--- src/rtl/ntt_pkg.sv ---
// Shared defaults, FSM state encoding and bit-reversal helper for the NTT address controller.
package ntt_pkg;

  localparam int unsigned DEF_N      = 64;
  localparam int unsigned DEF_LOGN   = 6;
  localparam int unsigned DEF_BF_LAT = 3;

  typedef enum logic [2:0] {
    ST_IDLE  = 3'd0,
    ST_BREV  = 3'd1,
    ST_RUN   = 3'd2,
    ST_DRAIN = 3'd3,
    ST_DONE  = 3'd4
  } ntt_state_t;

  // Reverses the low logn bits of v; upper bits come back zero.
  function automatic logic [15:0] bitrev(input logic [15:0] v, input int unsigned logn);
    logic [15:0] r;
    r = '0;
    for (int unsigned k = 0; k < 16; k++)
      if (k < logn) r[k] = v[logn-1-k];
    return r;
  endfunction

endpackage

--- src/rtl/ntt_wr_pipe.sv ---
// Write-back delay line: carries the issue strobe and both addresses BF_LAT cycles.
module ntt_wr_pipe
  import ntt_pkg::*;
#(
  parameter int unsigned BF_LAT = DEF_BF_LAT,
  parameter int unsigned AW     = DEF_LOGN
) (
  input  logic          clk,
  input  logic          rst,
  input  logic          in_en,
  input  logic [AW-1:0] in_a,
  input  logic [AW-1:0] in_b,
  output logic          out_en,
  output logic [AW-1:0] out_a,
  output logic [AW-1:0] out_b
);

  logic [BF_LAT-1:0] en_sr;
  logic [AW-1:0]     a_sr [BF_LAT];
  logic [AW-1:0]     b_sr [BF_LAT];

  always_ff @(posedge clk or negedge rst) begin
    if (!rst) begin
      en_sr <= '0;
      for (int unsigned i = 0; i < BF_LAT; i++) begin
        a_sr[i] <= '0;
        b_sr[i] <= '0;
      end
    end else begin
      en_sr[0] <= in_en;
      a_sr[0]  <= in_a;
      b_sr[0]  <= in_b;
      for (int unsigned i = 1; i < BF_LAT; i++) begin
        en_sr[i] <= en_sr[i-1];
        a_sr[i]  <= a_sr[i-1];
        b_sr[i]  <= b_sr[i-1];
      end
    end
  end

  assign out_en = en_sr[BF_LAT-1];
  assign out_a  = a_sr[BF_LAT-1];
  assign out_b  = b_sr[BF_LAT-1];

endmodule

--- src/rtl/ntt_ctrl.sv ---
// NTT butterfly address/issue controller with BF_LAT-cycle write-back alignment.
// Optional bit-reversal permutation pass enabled by macro NTT_CTRL_BITREV_EN.
module ntt_ctrl
  import ntt_pkg::*;
#(
  parameter int unsigned N      = DEF_N,
  parameter int unsigned LOGN   = DEF_LOGN,
  parameter int unsigned BF_LAT = DEF_BF_LAT
) (
  input  logic            clk,
  input  logic            rst,
  input  logic            start,
  input  logic            hold,
  output logic            rd_en,
  output logic [LOGN-1:0] rd_addr_a,
  output logic [LOGN-1:0] rd_addr_b,
  output logic [LOGN-2:0] tw_idx,
  output logic            swap,
  output logic            wr_en,
  output logic [LOGN-1:0] wr_addr_a,
  output logic [LOGN-1:0] wr_addr_b,
  output logic [2:0]      stage,
  output logic            busy,
  output logic            done
);

  localparam int unsigned CW = (BF_LAT > 1) ? $clog2(BF_LAT) : 1;

  ntt_state_t      state;
  logic [LOGN-2:0] b;
  logic [CW-1:0]   cnt;
  logic [LOGN-1:0] bw, half, j, base;
  logic [LOGN-1:0] pipe_a, pipe_b;

`ifdef NTT_CTRL_BITREV_EN
  logic [LOGN:0]   bi, bnext;
  logic [LOGN-1:0] brev_b;
  logic            brev_ph;

  // Smallest k >= from with k < bitrev(k); returns N when none remain.
  function automatic logic [LOGN:0] first_swap(input logic [LOGN:0] from);
    logic [LOGN:0] r;
    r = (LOGN+1)'(N);
    for (int unsigned k = N; k > 0; k--)
      if (((LOGN+1)'(k-1) >= from) && (16'(k-1) < bitrev(16'(k-1), LOGN)))
        r = (LOGN+1)'(k-1);
    return r;
  endfunction

  assign bnext  = first_swap(bi + (LOGN+1)'(1));
  assign brev_b = LOGN'(bitrev(16'(bi), LOGN));
  assign swap   = (state == ST_BREV);
`else
  assign swap   = 1'b0;
`endif

  always_ff @(posedge clk or negedge rst) begin
    if (!rst) begin
      state <= ST_IDLE;
      stage <= '0;
      b     <= '0;
      cnt   <= '0;
`ifdef NTT_CTRL_BITREV_EN
      bi      <= '0;
      brev_ph <= 1'b0;
`endif
    end else begin
      case (state)
        // DONE also samples start so a held start relaunches without an idle gap.
        ST_IDLE, ST_DONE: begin
          stage <= '0;
          b     <= '0;
          if (start) begin
`ifdef NTT_CTRL_BITREV_EN
            state   <= ST_BREV;
            bi      <= first_swap('0);
            brev_ph <= 1'b1;
`else
            state   <= ST_RUN;
`endif
          end else begin
            state <= ST_IDLE;
          end
        end
`ifdef NTT_CTRL_BITREV_EN
        ST_BREV: begin
          if (!hold || bi[LOGN]) begin
            if (bi[LOGN] || bnext[LOGN]) begin
              state <= ST_DRAIN;
              cnt   <= '0;
            end
            bi <= bnext;
          end
        end
`endif
        ST_RUN: begin
          if (!hold) begin
            if (b == (LOGN-1)'(N/2-1)) begin
              state <= ST_DRAIN;
              cnt   <= '0;
            end
            b <= b + 1'b1;
          end
        end
        ST_DRAIN: begin
          if (cnt == CW'(BF_LAT-1)) begin
`ifdef NTT_CTRL_BITREV_EN
            if (brev_ph) begin
              brev_ph <= 1'b0;
              state   <= ST_RUN;
            end else
`endif
            if (stage == 3'(LOGN-1)) begin
              state <= ST_DONE;
            end else begin
              state <= ST_RUN;
              stage <= stage + 3'd1;
            end
          end else begin
            cnt <= cnt + 1'b1;
          end
        end
        default: state <= ST_IDLE;
      endcase
    end
  end

  always_comb begin
    bw        = {1'b0, b};
    half      = LOGN'(1) << stage;
    j         = bw & (half - LOGN'(1));
    base      = ((bw >> stage) << (stage + 3'd1)) | j;
    rd_en     = 1'b0;
    rd_addr_a = '0;
    rd_addr_b = '0;
    tw_idx    = '0;
    if (state == ST_RUN) begin
      rd_en     = !hold;
      rd_addr_a = base;
      rd_addr_b = base + half;
      tw_idx    = (LOGN-1)'(j << (3'(LOGN-1) - stage));
    end
`ifdef NTT_CTRL_BITREV_EN
    if (state == ST_BREV) begin
      rd_en     = !hold && !bi[LOGN];
      rd_addr_a = bi[LOGN-1:0];
      rd_addr_b = brev_b;
    end
`endif
  end

  // A swap writes each element to its partner's address.
  assign pipe_a = swap ? rd_addr_b : rd_addr_a;
  assign pipe_b = swap ? rd_addr_a : rd_addr_b;

  ntt_wr_pipe #(.BF_LAT(BF_LAT), .AW(LOGN)) u_wr_pipe (
    .clk    (clk),
    .rst    (rst),
    .in_en  (rd_en),
    .in_a   (pipe_a),
    .in_b   (pipe_b),
    .out_en (wr_en),
    .out_a  (wr_addr_a),
    .out_b  (wr_addr_b)
  );

  assign busy = (state != ST_IDLE);
  assign done = (state == ST_DONE);

endmodule

--- config.mk ---
export PLATFORM = sky130hd
export DESIGN_NAME = ntt_ctrl
export DESIGN_NICKNAME = d
export VERILOG_FILES = /design/src/rtl/ntt_pkg.sv /design/src/rtl/ntt_wr_pipe.sv /design/src/rtl/ntt_ctrl.sv
export SDC_FILE = /design/constraint.sdc
export NUM_CORES = 1
export LEC_CHECK = 0
export BUFFER_PORTS_ARGS = -buffer_cell sky130_fd_sc_hd__buf_2
export CORE_MARGIN = 2
export CORE_UTILIZATION = 37
export DETAILED_ROUTE_END_ITERATION = 8
export GPL_TIMING_DRIVEN = 0
export PLACE_DENSITY = 0.67
export SYNTH_ARGS = -nofsm -noshare
export SYNTH_HDL_FRONTEND = slang
export SYNTH_SLANG_ARGS = --single-unit
--- constraint.sdc ---
create_clock -name clk -period 8.3 [get_ports clk]
set_input_delay 0.83 -clock clk [delete_from_list [all_inputs] [get_ports clk]]
set_output_delay 0.83 -clock clk [all_outputs]
set_load 0.01 [all_outputs]
# --- Word level (Yosys, flattened, before mapping) ---
# Cells that the tools add are included.
word_totals:
  output_inout_bits: 37
  ff_bits: 52
op_classes:
  addsub: 6
  n_eq_ne: 11
  n_mux: 19
  n_reduce_logical: 11
  shift: 4
  n_bitwise: 2
op_table:
  columns: ["op", "n"]
  rows:
  - ["$mux W3", 6]
  - ["$mux W6", 2]
  - ["$mux W5", 2]
  - ["$ne A2 B2 Y1 const B", 5]
  - ["$pmux W5 S2", 1]
  - ["$pmux W3 S3", 1]
  - ["$mux W2", 4]
  - ["$add A6 B6 Y6", 1]
  - ["$and A5 B6 Y6", 1]
  - ["$eq A3 B2 Y1 const B", 2]
  - ["$eq A3 B3 Y1 const B", 2]
  - ["$or A6 B6 Y6", 1]
  - ["$pmux W3 S2", 1]
  - ["$reduce_and A3 Y1", 2]
  - ["$reduce_bool A2 Y1", 3]
  - ["$shl A1 B3 Y6 const A", 1]
  - ["$shl A6 B3 Y5", 1]
  - ["$shl A6 B3 Y6", 1]
  - ["$shr A5 B3 Y6", 1]
  - ["$sub A6 B1 Y6 const B", 1]
  - ["$add A5 B1 Y5 const B", 1]
  - ["$eq A5 B5 Y1 const B", 1]
  - ["$pmux W2 S2", 1]
  - ["$reduce_and A4 Y1", 1]
  - ["other kinds (10)", 10]

# --- Depth between registers and ports, before layout ---
logic_depth:
  depth_word: 6
  mapped_depth: 16

# --- Modules after synthesis ---
# A second synthesis with hierarchy kept.
unflattened:
  cells_unflattened: 238
  area_unflattened_um2: 2563.7
modules_own_cells:
  columns: ["mod", "n_inst", "area_each_um2", "cells_each"]
  rows:
  - ["ntt_ctrl", 1, 1497.7, 187]
  - ["ntt_wr_pipe", 1, 1066.0, 51]

# --- Worst setup path after synthesis ---
# No wires, ideal clock.
synth_path:
  kind: "register to output"
  start: "register stage[1]"
  end: "output rd_addr_b[5]"
  arrival_ns: 3.260
  slack_ns: 4.210
  path_stages_with_launch: 15
  cell_sequence: "dfrtp_1 -> inv_1 -> ha_1 -> nor2b_1 -> inv_1 -> ha_1 -> xor2_1 -> and2_1 -> a21o_1 -> ha_1 -> o21ai_0 -> and4bb_2 -> nand3b_1 -> a211o_1 -> nand2_1"
synth_between:
  elab_chain_len: 6
synth_lines:
  columns: ["item", "line_no", "text"]
  rows:
  - ["start: declaration", "ntt_ctrl.sv:22", "output logic [2:0] stage,"]
  - ["start signal: assignment", "ntt_ctrl.sv:117", "stage <= stage + 3'd1;"]
  - ["$shl A1 B3 Y6", "ntt_ctrl.sv:130", "half = LOGN'(1) << stage;"]
  - ["$sub A6 B1 Y6", "ntt_ctrl.sv:131", "j = bw & (half - LOGN'(1));"]
  - ["$and A5 B6 Y6", "ntt_ctrl.sv:131", null]
  - ["$or A6 B6 Y6", "ntt_ctrl.sv:132", "base = ((bw >> stage) << (stage + 3'd1)) | j;"]
  - ["$add A6 B6 Y6 (*)", "ntt_ctrl.sv:140", "rd_addr_b = base + half;"]
  - ["$mux W6 (*)", "ntt_ctrl.sv:137", "if (state == ST_RUN) begin"]
  - ["end: declaration", "ntt_ctrl.sv:16", "output logic [LOGN-1:0] rd_addr_b,"]
# Every way passes the cells marked *; elsewhere a longest branch is shown, timed or not.

# --- Worst setup path in the final report ---
# Ends and elaborated chain as after synthesis.

==> reports/summary.txt <==
Post-Synth Adder-Cell Area - 0.0792
Switching power - 220 uW
Syn-to-layout area delta - 16.9%
Core Footprint - 6830 sq um
Total vias in the final route - 1,892
Worst Skew - 0.00928 ns
Distinct cells, synth - 58
Worst skew pair latency - 0.30 ns
Sum Neg Setup Slack - 0 ns
Syn Inst Count - 241
Gp weighted congestion - 0.937
RSZ-0062 raised after global routing - no
Met1 usage - 0.197
Most common cell in the netlist - dfrtp_1
Net Sw Frac - 0.291
EDFF count, synth - 0
Most frequent cells after synthesis - dfrtp_1, nand2_1, nor2_1
DRT Pass-1 Iters - 4
Global-route wire length before repair - 8.51 mm
Filler cells - 640
Initial Utilization - 0.384
Clock tree buffer depth - 2
Num CTS Buffers - 5
Buffers on Ports - 39
Nets - 307
Critical path launch point type - flop
Max FO, Critical Path - 10
Pin count of the biggest net entering global routing - 53
PD cells - 247 nW/um^2
Worst hold path type - flop to flop
Internal cell power - 538 uW
Reg clk slew, reported paths - 0.09 ns
Comb pwr share - 0.278
Post-synth ARST share - 1.00
Drt initial violations - 123
Final period util - 0.615
Setup Fix Bufs, Post-CTS - 0
Top cells by area, synth - dfrtp_1, ha_1, buf_4
Share of cells above drive strength 1 - 0.272
Cell Rows - 30
Fraction of synthesized area in multiplexers - 0.0272
Total global-route track usage - 0.142
Via density - 4.94
Fin crit period - 5.10 ns
Initial antenna violation count - 0
Die Wd - 88.2 microns
Main combinational cell family by area after synthesis - simple AND/OR/NAND/NOR gates
DP HPWL - 3.85 mm
H-tree lvl count - 2
Largest area contributor in the synthesized netlist - dfrtp_1
# hold bufs at CTS - 0
Vias in the first global route - 1,769
Worst r2r path cells - 14
CTS tree - yes
Crit path depth - 15
Syn. warnings - 0
Pleak - 0.00154 uW
Status - completed
Clock power frac - 0.262
Crit path cell chain - inv_1 > ha_1 > nor2b_1 > inv_1 > ha_1 > xor2_1 > and2_1 > a21o_1 > ha_1 > o21ai_0 > and4bb_2 > nand3b_1 > a211o_1 > nand2_1 > buf_2
VDD IR max - 0.0865 mV
Synthesized Nets - 261
Number of max-cap violations - 0
DRT Wirelength - 5.21 mm
Flop pwr share - 0.460
Critical Path RT - 7.47 ns
Root buf cell - clkbuf_8
Die area - 7770 sq um
Final Util - 0.449
Arrival time at the worst endpoint - 4.27 ns
Finish-stage setup viols - 0
Final Max Slew Viols - 0
Drt wl/cell - 13.6 microns
Grt ovf - 0
I/O pins - 41
Synthesized area - 2620 sq um
Delay-heaviest family, CP - simple AND/OR/NAND/NOR gates
Synth top area share - 0.496
Tightest Pin Transition - 1.09 ns
Worst path bufs/invs - 3
Clk sink count - 52
Simple-Gate Fraction of Synth Area - 0.170
DIE HEIGHT - 88.2 microns
DRC - 0
Antenna diode count - 0
Grt peak-use layer - met2
FMAX - 0.196 GHz
Crit path max-delay cell type - dfrtp_1
Crit-path most repeated cell - ha_1
Max stage delay on crit path - 0.51 ns
Synth Flop Type - dfrtp_1
WS Path Type - flop to primary output
Sequential share of the synthesized area - 0.496
Met3 Resource Use GR - 0.0330
Post-cts gate resize count - 0
Hold Path Stages - 0
Met2 Use GR - 0.220
Yosys reg bits - 52
Final hold violation count - 0
Compound-Gate Fraction of Synth Area - 0.132
Syn avg cell area - 10.9 sq um
Post-Synth XOR/XNOR Area - 0.0200
Antenna-violating nets left - 0
CP Capture Type - primary output
Rel. slew slack - 0.274
## power by group through the flow
stage	registers [uW]	logic [uW]	clock network, uW
global route	357	241	214
detailed placement	354	213	0
global placement	351	210	0
floorplan	344	147	0
finish	348	211	199
CTS	349	213	204
## metal layers
metal	vias to the layer above	routed length (microns)
li1	915	-
met1	914	2490
met2	58	2370
met3	5	276
met4	0	70
met5	-	0
## area by class of cell
cell class                 instances  area [sq um]  area share
sequential                        52          1300       0.424
buffer                            22           154      0.0502
tap                               96           120      0.0392
clock inverter                     2          60.1      0.0196
multi-input combinational        157          1130       0.368
clock buffer                       5          68.8      0.0224
inverter                          10          37.5      0.0122
timing repair buffer              39           195      0.0637
## cell usage in the layout (no fill, tap or decap), types with 2 or more instances in the layout
master,n
a2111oi_2,2
a211oi_1,2
a21o_1,4
a21oi_1,6
a22o_1,3
and2_1,9
buf_2,44
buf_4,13
buf_6,2
bufinv_16,2
clkbuf_8,5
dfrtp_1,52
ha_1,15
inv_1,10
mux2i_1,6
nand2_1,24
nand2b_1,5
nand4_1,3
nor2_1,16
nor2b_1,3
nor3_1,4
nor3b_1,2
nor4_1,2
o21ai_0,7
o22ai_1,3
o31ai_1,3
o32ai_1,2
or3_1,2
xnor2_1,2
xor2_1,4
## logic make-up after synthesis
kind of cell / Yosys count
buf+inv: 32
other cells: 1
flops: 52
simple gates: 81
xor+xnor: 6
compound gates: 46
fa+ha+maj: 16
mux: 7
## path summary, 6_finish.rpt
path	start	end	slack [ns]
min reg2reg	u_wr_pipe.b_sr[9]$_DFF_PN0_	u_wr_pipe.out_b[3]$_DFF_PN0_	0.34
min in group asynchronous	rst	u_wr_pipe.out_b[5]$_DFF_PN0_	0.73
min	u_wr_pipe.b_sr[9]$_DFF_PN0_	u_wr_pipe.out_b[3]$_DFF_PN0_	0.34
max reg2reg	stage[1]$_DFFE_PN0P_	u_wr_pipe.b_sr[17]$_DFF_PN0_	4.40
max in group asynchronous	rst	u_wr_pipe.out_b[1]$_DFF_PN0_	6.91
max	stage[1]$_DFFE_PN0P_	rd_addr_b[5]	3.20
## worst register-to-register path: cells and delay by family, from the launching register on
family / cells / cell delay (ns)
buf+inv: 2 / 0.39
xor+xnor: 1 / 0.16
flops: 1 / 0.51
compound gates: 3 / 0.82
fa+ha+maj: 3 / 0.86
simple gates: 5 / 1.09
## metrics by stage
step                setup slack, ns  cells  hold slack [ns]  cell area [sq um]  total power [uW]
floorplan                      4.21    241            0.331               2620               491
finish                         3.20    383            0.344               3070               758
global placement               3.67    376            0.332               2940               561
CTS                            3.25    383            0.344               3070               766
global route                   2.98    383            0.358               3070               811
detailed placement             3.60    376            0.335               2940               567
## registers in the layout, indices dropped and copies added (netlist names)
name,flops
u_wr_pipe.out_a,6
state,3
u_wr_pipe.b_sr,12
u_wr_pipe.en_sr,3
u_wr_pipe.out_b,6
b,5
cnt,2
stage,3
u_wr_pipe.a_sr,12
Power figures use the tool's default switching activity.
